`config.mk`:
```
export PLATFORM = sky130hd
export DESIGN_NAME = alu_result_buffer
export DESIGN_NICKNAME = d
export VERILOG_FILES = /design/src/rtl/alu_pkg.sv /design/src/rtl/alu_result_buffer.sv
export SDC_FILE = /design/constraint.sdc
export NUM_CORES = 1
export LEC_CHECK = 0
export BUFFER_PORTS_ARGS = -buffer_cell sky130_fd_sc_hd__buf_2
export CORE_MARGIN = 5
export CORE_UTILIZATION = 47
export CTS_BUF_LIST = sky130_fd_sc_hd__clkbuf_4 sky130_fd_sc_hd__clkbuf_8
export CTS_CLUSTER_SIZE = 16
export DETAILED_ROUTE_END_ITERATION = 6
export PLACE_DENSITY = 0.65
export SLEW_MARGIN = 25
export SYNTH_ARGS = -nofsm -noshare
export SYNTH_HDL_FRONTEND = slang
export SYNTH_SLANG_ARGS = --single-unit
```
`constraint.sdc`:
```
create_clock -name clk -period 2.1 [get_ports clk]
set_input_delay 0.105 -clock clk [delete_from_list [all_inputs] [get_ports clk]]
set_output_delay 0.105 -clock clk [all_outputs]
set_load 0.02 [all_outputs]
```
`src/rtl/alu_pkg.sv`:
```
// Shared ALU definitions.
// Holds the default operand width, the result width (operand width plus
// carry), the result type and the opcode encoding used by the ALU, its
// result buffer and the verification IP.
package alu_pkg;

    localparam int ALU_DATA_WIDTH = 8;
    localparam int RES_WIDTH      = ALU_DATA_WIDTH + 1;

    typedef logic [RES_WIDTH-1:0] alu_result_t;

    typedef enum logic [1:0] {
        SEL_ADD = 2'd0,
        SEL_SUB = 2'd1,
        SEL_AND = 2'd2,
        SEL_OR  = 2'd3
    } alu_sel_e;

endpackage

```
`src/rtl/alu_result_buffer.sv`:
```
// ALU result buffer.
// Absorbs every result strobed by the ALU (which has no backpressure) into
// a small first-word-fall-through FIFO and re-issues results to the
// consumer over valid/ready. A result arriving while the FIFO is full and
// not being drained is dropped and flagged on the sticky overflow_o.
// Ports:
//   clk, rst_n          : clock, asynchronous active-low reset
//   valid_i, data_i     : result strobe and result from the ALU
//   valid_o, data_o     : head entry to consumer (data_o is 0 when empty)
//   ready_i             : consumer accepts head entry
//   count_o             : occupancy 0..DEPTH
//   full_o, empty_o     : occupancy flags
//   overflow_o          : sticky drop flag
//   clr_ovf_i           : synchronous overflow clear (a new drop wins)
module alu_result_buffer
    import alu_pkg::*;
#(
    parameter int DATA_WIDTH = ALU_DATA_WIDTH,
    parameter int DEPTH      = 4
) (
    input  logic                      clk,
    input  logic                      rst_n,
    input  logic                      valid_i,
    input  logic [DATA_WIDTH:0]       data_i,
    output logic                      valid_o,
    input  logic                      ready_i,
    output logic [DATA_WIDTH:0]       data_o,
    output logic [$clog2(DEPTH):0]    count_o,
    output logic                      full_o,
    output logic                      empty_o,
    output logic                      overflow_o,
    input  logic                      clr_ovf_i
);

    localparam int AW = $clog2(DEPTH);
    localparam int PW = AW + 1;
    localparam int RW = DATA_WIDTH + 1;

    typedef logic [PW-1:0] ptr_t;

    logic [RW-1:0] mem [DEPTH];

    ptr_t wr_ptr, rd_ptr, wr_ptr_d, rd_ptr_d;
    ptr_t count_q, count_d;
    logic full_q, empty_q, ovf_q;
    logic push, pop, drop;

    // A pop in the same cycle frees a slot, so a full buffer still accepts.
    assign pop  = !empty_q && ready_i;
    assign push = valid_i && (!full_q || pop);
    assign drop = valid_i && full_q && !pop;

    always_comb begin
        wr_ptr_d = wr_ptr;
        rd_ptr_d = rd_ptr;
        count_d  = count_q;
        if (push) begin
            wr_ptr_d = wr_ptr + ptr_t'(1);
        end
        if (pop) begin
            rd_ptr_d = rd_ptr + ptr_t'(1);
        end
        if (push && !pop) begin
            count_d = count_q + ptr_t'(1);
        end else if (pop && !push) begin
            count_d = count_q - ptr_t'(1);
        end
    end

    // full comes from the pointer MSB compare, empty from the count; both
    // are registered from next-state so the outputs carry no input path.
    always_ff @(posedge clk or negedge rst_n) begin
        if (!rst_n) begin
            wr_ptr  <= '0;
            rd_ptr  <= '0;
            count_q <= '0;
            full_q  <= 1'b0;
            empty_q <= 1'b1;
            ovf_q   <= 1'b0;
        end else begin
            wr_ptr  <= wr_ptr_d;
            rd_ptr  <= rd_ptr_d;
            count_q <= count_d;
            full_q  <= (wr_ptr_d[AW] != rd_ptr_d[AW]) &&
                       (wr_ptr_d[AW-1:0] == rd_ptr_d[AW-1:0]);
            empty_q <= (count_d == '0);
            if (drop) begin
                ovf_q <= 1'b1;
            end else if (clr_ovf_i) begin
                ovf_q <= 1'b0;
            end
        end
    end

    always_ff @(posedge clk) begin
        if (push) begin
            mem[wr_ptr[AW-1:0]] <= data_i;
        end
    end

    assign valid_o    = !empty_q;
    assign data_o     = valid_o ? mem[rd_ptr[AW-1:0]] : '0;
    assign count_o    = count_q;
    assign full_o     = full_q;
    assign empty_o    = empty_q;
    assign overflow_o = ovf_q;

endmodule

```
# After elaboration in Yosys (flattened, before gate mapping)
# Memory sizes are Yosys's and may differ from the RTL's.
# Index checks and enable logic that the tools add are counted.
# op_classes
add_sub_neg	4
eq_ne	2
mux	9
reduce_logical	14
# op_table
op	count
$mux 3	4
$add 3x1->3 const B	3
$mux 9	1
$logic_and 1x1->1	7
$logic_not 1->1	4
$mux 1	4
$logic_not 3->1	1
$sub 3x1->3 const B	1
$eq 2x2->1	1
$reduce_bool 2->1	1
$logic_or 1x1->1	1
$ne 1x1->1	1
# word_totals
reg_bits	12
ramBits	36
inputBits	14
output_inout_bits	16
elab_cells	36
memories	1
# memory_table
name	words	word_bits	rd	rd_ports_with_merged_regs	wr	line_no	rtl
mem	4	9	1	0	1	alu_result_buffer.sv:41	logic [RW-1:0] mem [DEPTH];

# Longest topological paths before layout
# logic_depth
depth_word	9
mapped_depth	6

# Least setup slack after synthesis
# Ideal clock, no wire load.
# synth_path
kind	register to register
start	register empty_q, in the netlist empty_o
end	register full_q, in the netlist full_o
setup_ns	0.087
arrival_ns	1.525
path_slack_ns	0.488
path_stages_with_launch	6
path_buffers	1
path_cell_list	dfstp_2 nand2b_4 buf_6 a21oi_4 xnor3_1 a211oi_2
# synth_via
elab_chain_cells	7
elab_cells_between_ends	9
classes_between	eq/ne (2); mux (2); reduce/logical (5)
# synth_lines
element	line_no	rtl
start, declared	alu_result_buffer.sv:45	logic full_q, empty_q, ovf_q;
start signal, assigned	alu_result_buffer.sv:86	empty_q <= (count_d == '0);
$logic_not 1->1 (*)	alu_result_buffer.sv:49	assign pop = !empty_q && ready_i;
$logic_and 1x1->1 (*)	alu_result_buffer.sv:49	
$logic_or 1x1->1	alu_result_buffer.sv:50	assign push = valid_i && (!full_q || pop);
$logic_and 1x1->1	alu_result_buffer.sv:50	
$mux 3	alu_result_buffer.sv:57	if (push) begin
$eq 2x2->1 / $ne 1x1->1 (equally long branches)	alu_result_buffer.sv:85, alu_result_buffer.sv:84	
$logic_and 1x1->1 (*)	alu_result_buffer.sv:84	full_q <= (wr_ptr_d[AW] != rd_ptr_d[AW]) &&
end signal, assigned	alu_result_buffer.sv:84	
end, declared	alu_result_buffer.sv:45	
# Mark *: on every way between the ends. The rest lies on a longest branch, timed or not.
# A chain may end at the register's enable or synchronous reset.

# Final worst setup path
# layout_path
start	register rd_ptr[0]
end	output port data_o[8]
# layout_via
elab_chain_cells	2
# layout_lines
element	line_no	rtl
start, declared	alu_result_buffer.sv:43	ptr_t wr_ptr, rd_ptr, wr_ptr_d, rd_ptr_d;
start signal, assigned	alu_result_buffer.sv:82	rd_ptr <= rd_ptr_d;
$mem_v2 4x9	--	
$mux 9	alu_result_buffer.sv:102	assign data_o = valid_o ? mem[rd_ptr[AW-1:0]] : '0;
end, declared	alu_result_buffer.sv:27	output logic [DATA_WIDTH:0] data_o,
# No other way between the ends.

==> flow_summary.toml <==
[yosys]
synth_top_area_cell = "edfxtp_1"
synth_nets = 142
synth_top_area_share_pct = 51.6
synthTopCellsByCount = "edfxtp_1 (36), dfrtp_1 (11), and2_1 (9), mux4_2 (9)"
synth_area_leaders = "edfxtp_1 (52%), dfrtp_1 (13%), mux4_2 (9.7%)"
synth_edf_count = 36
synthCells = 121
yosys_most_used_dff = "edfxtp_1"
ys_ff_latch = 48
ys_warn_count = 0
synthArstFlopShare_pct = 25.0
synth_area_sq_um = 2090
avgSynthCellArea_sq_um = 17.3
synthMostInstantiatedCell = "edfxtp_1"
synthDistinctLibCells = 33
yosysSeqAreaShare_pct = 66.0

[floorplanning]
pin_count = 30
dieHeight_um = 76.7
initial_utilization_pct = 48.4
die_w_um = 76.7
coreArea_sq_um = 4320
rows = 24
die_area_sq_um = 5890

[final_layout]
drive_above_1_share_pct = 37.0
fillers = 358
diodes = 0
multiInputGateArea_sq_um = 659
fin_util_pct = 57.5
stdcell_count = 214
regArea_sq_um = 1380
synthToLayoutAreaGrowth_pct = 18.8
final_net_count = 182

[routing]
dr_wl_met2_mm = 1.75
route.met3.wl_um = 179
wirelength_met1_mm = 1.53
drt_wl_total_mm = 3.51
drc = 0
avgViaCountPerCell = 5.10
dr.first_iter.drc_count = 49
drt_pass1_iterations = 4
dr.max_layer_used = "met4"
routedWlPerCell_um = 16.4
via_count = 1092
ant_nets = 0

[clocking]
clk_path_buf_depth = 2
clk_pin_slew_worst_paths_ns = 0.08
hold_buffers = 2
htree_levels = 2
clkLatencyLatePin_ns = 0.30
cts_tree = "done"
cts_buffers = 5
cts_root_buf = "clkbuf_8"
clock_sinks = 48
post_cts_resized = 0
post-cts-setup-buffers = 0

[timing]
setup-violations-final = 0
period_needed_ns = 1.81
finClkSkew_ns = 0.00441
hold_ws_ns = 0.0216
finalHoldViolCount = 0
relSlewSlack_pct = 69.6
worst_slew_pin_slew_ns = 0.456
fin_tns_setup_ns = 0
slew_viol_final = 0
rsz0062_at_grt = "false"
fin_crit_sh_pct = 86.4
clock.fmax_mhz = 551

[global_routing]
track_usage_pct = 12.9
globalRouteOverflowTotal = 0
grt_max_degree = 17
grt_pass1_wl_mm = 5.84
antenna_found_initial = 0
grt_pass1_vias = 1167

[placement]
io_buffers = 29
dp.cells = 202
hpwlAfterDp_mm = 2.54
place_congestion = 0.827

[setup_path]
cp-end-kind = "primary output"
critPathRequiredTime_ns = 2.00
arrival_ns = 1.71
cp-start-kind = "flop"
cp_max_fo = 6
worst-setup-path-type = "reg2out"

[power_and_ir_drop]
power_frac_seq_pct = 38.4
ir_worst_vdd_mv = 0.760
leakage_nw = 0.979
p_switching_w = 0.00119
clockPowerShare_pct = 21.6
netSwitchingFraction_pct = 32.9
pwr-share-comb_pct = 40.0
finalPower_w = 0.00363
power.internal_w = 0.00244
power_density_nw_per_um2 = 1460

[hold_path]
holdCritPathClass = "in2reg"

[status]
outcome = "finished, final reports clean"

[job]
cap_violations = 0
layer usage:
metal / up-vias / GRT usage (%)
met5: - / 0
met3: 5 / 4.68
li1: 526 / -
met1: 535 / 16.5
met2: 26 / 20.5
met4: 0 / 4.20
path summary, 6_finish.rpt:
path | startpoint | endpoint | slack (ns) | cells after the start
min | data_i[0] | mem[2][0] | 0.02 | 1
max | rd_ptr[0] | data_o[8] | 0.29 | 4
max reg2reg | wr_ptr[0] | full_o | 0.48 | 6
min reg2reg | wr_ptr[2] | wr_ptr[2] | 0.48 | 1
max in group asynchronous | rst_n | empty_o | 1.62 | 2
min in group asynchronous | rst_n | count_o[1] | 0.21 | 2
power groups by stage:
stage	clock network, W	logic (W)	registers (W)
2_1_floorplan	0	0.00102	0.00144
3_3_place_gp	0	0.00145	0.00140
3_5_place_dp	0	0.00148	0.00141
4_1_cts	0.000805	0.00148	0.00140
5_1_grt	0.000860	0.00158	0.00142
6_report	0.000786	0.00145	0.00139
per-stage QoR:
stage,instance area [sq um],setup slack [ns]
after floorplan,2090,0.488
after global placement,2310,0.550
after detailed placement,2310,0.504
after CTS,2470,0.261
after global routing,2490,0.184
final,2490,0.286
cells in the final DEF, fill, tap and decap left out, drive strengths merged, types with 2 or more instances in the layout:
cell / count
a21oi: 2
and2: 9
and3: 3
buf: 33
bufinv: 2
clkbuf: 5
dfrtp: 11
dlygate4sd3: 4
edfxtp: 36
ha: 7
inv: 8
mux2: 4
mux4: 9
nand2: 5
nor2b: 2
o22ai: 2
xnor2: 7
worst max-delay path, cell delays in order (launching register included):
cell	delay, ns
dfrtp_1	0.37
buf_4	0.20
mux4_2	0.52
and2_1	0.17
buf_2	0.15
state kept, by name (all words and copies together) (netlist names):
register    cells
mem            36
full_o          1
count_o         3
empty_o         1
overflow_o      1
rd_ptr          3
wr_ptr          3
cell families (layout without fill, tap and decap cells):
kind of cell	Yosys count	in the layout	synth area share [%]
adder cells (fa/ha/maj)	7	7	4.18
XOR/XNOR	9	9	4.42
flip-flops	48	48	66.0
AO/OA/AOI/OAI	7	7	2.75
buffers and inverters	11	52	2.45
multiplexers	14	14	12.5
AND/OR/NAND/NOR	25	25	7.65
final cells by class:
| cell class | count | share of cell area [%] |
|---|---|---|
| flip-flops and latches | 48 | 55.6 |
| repair buffers | 37 | 8.66 |
| clock buffers | 5 | 2.77 |
| multi-input cells | 62 | 26.5 |
| inverters | 7 | 1.06 |
| clock inverters | 3 | 2.77 |
| well taps | 52 | 2.62 |
No activity file was read; power rests on OpenSTA's default activity.
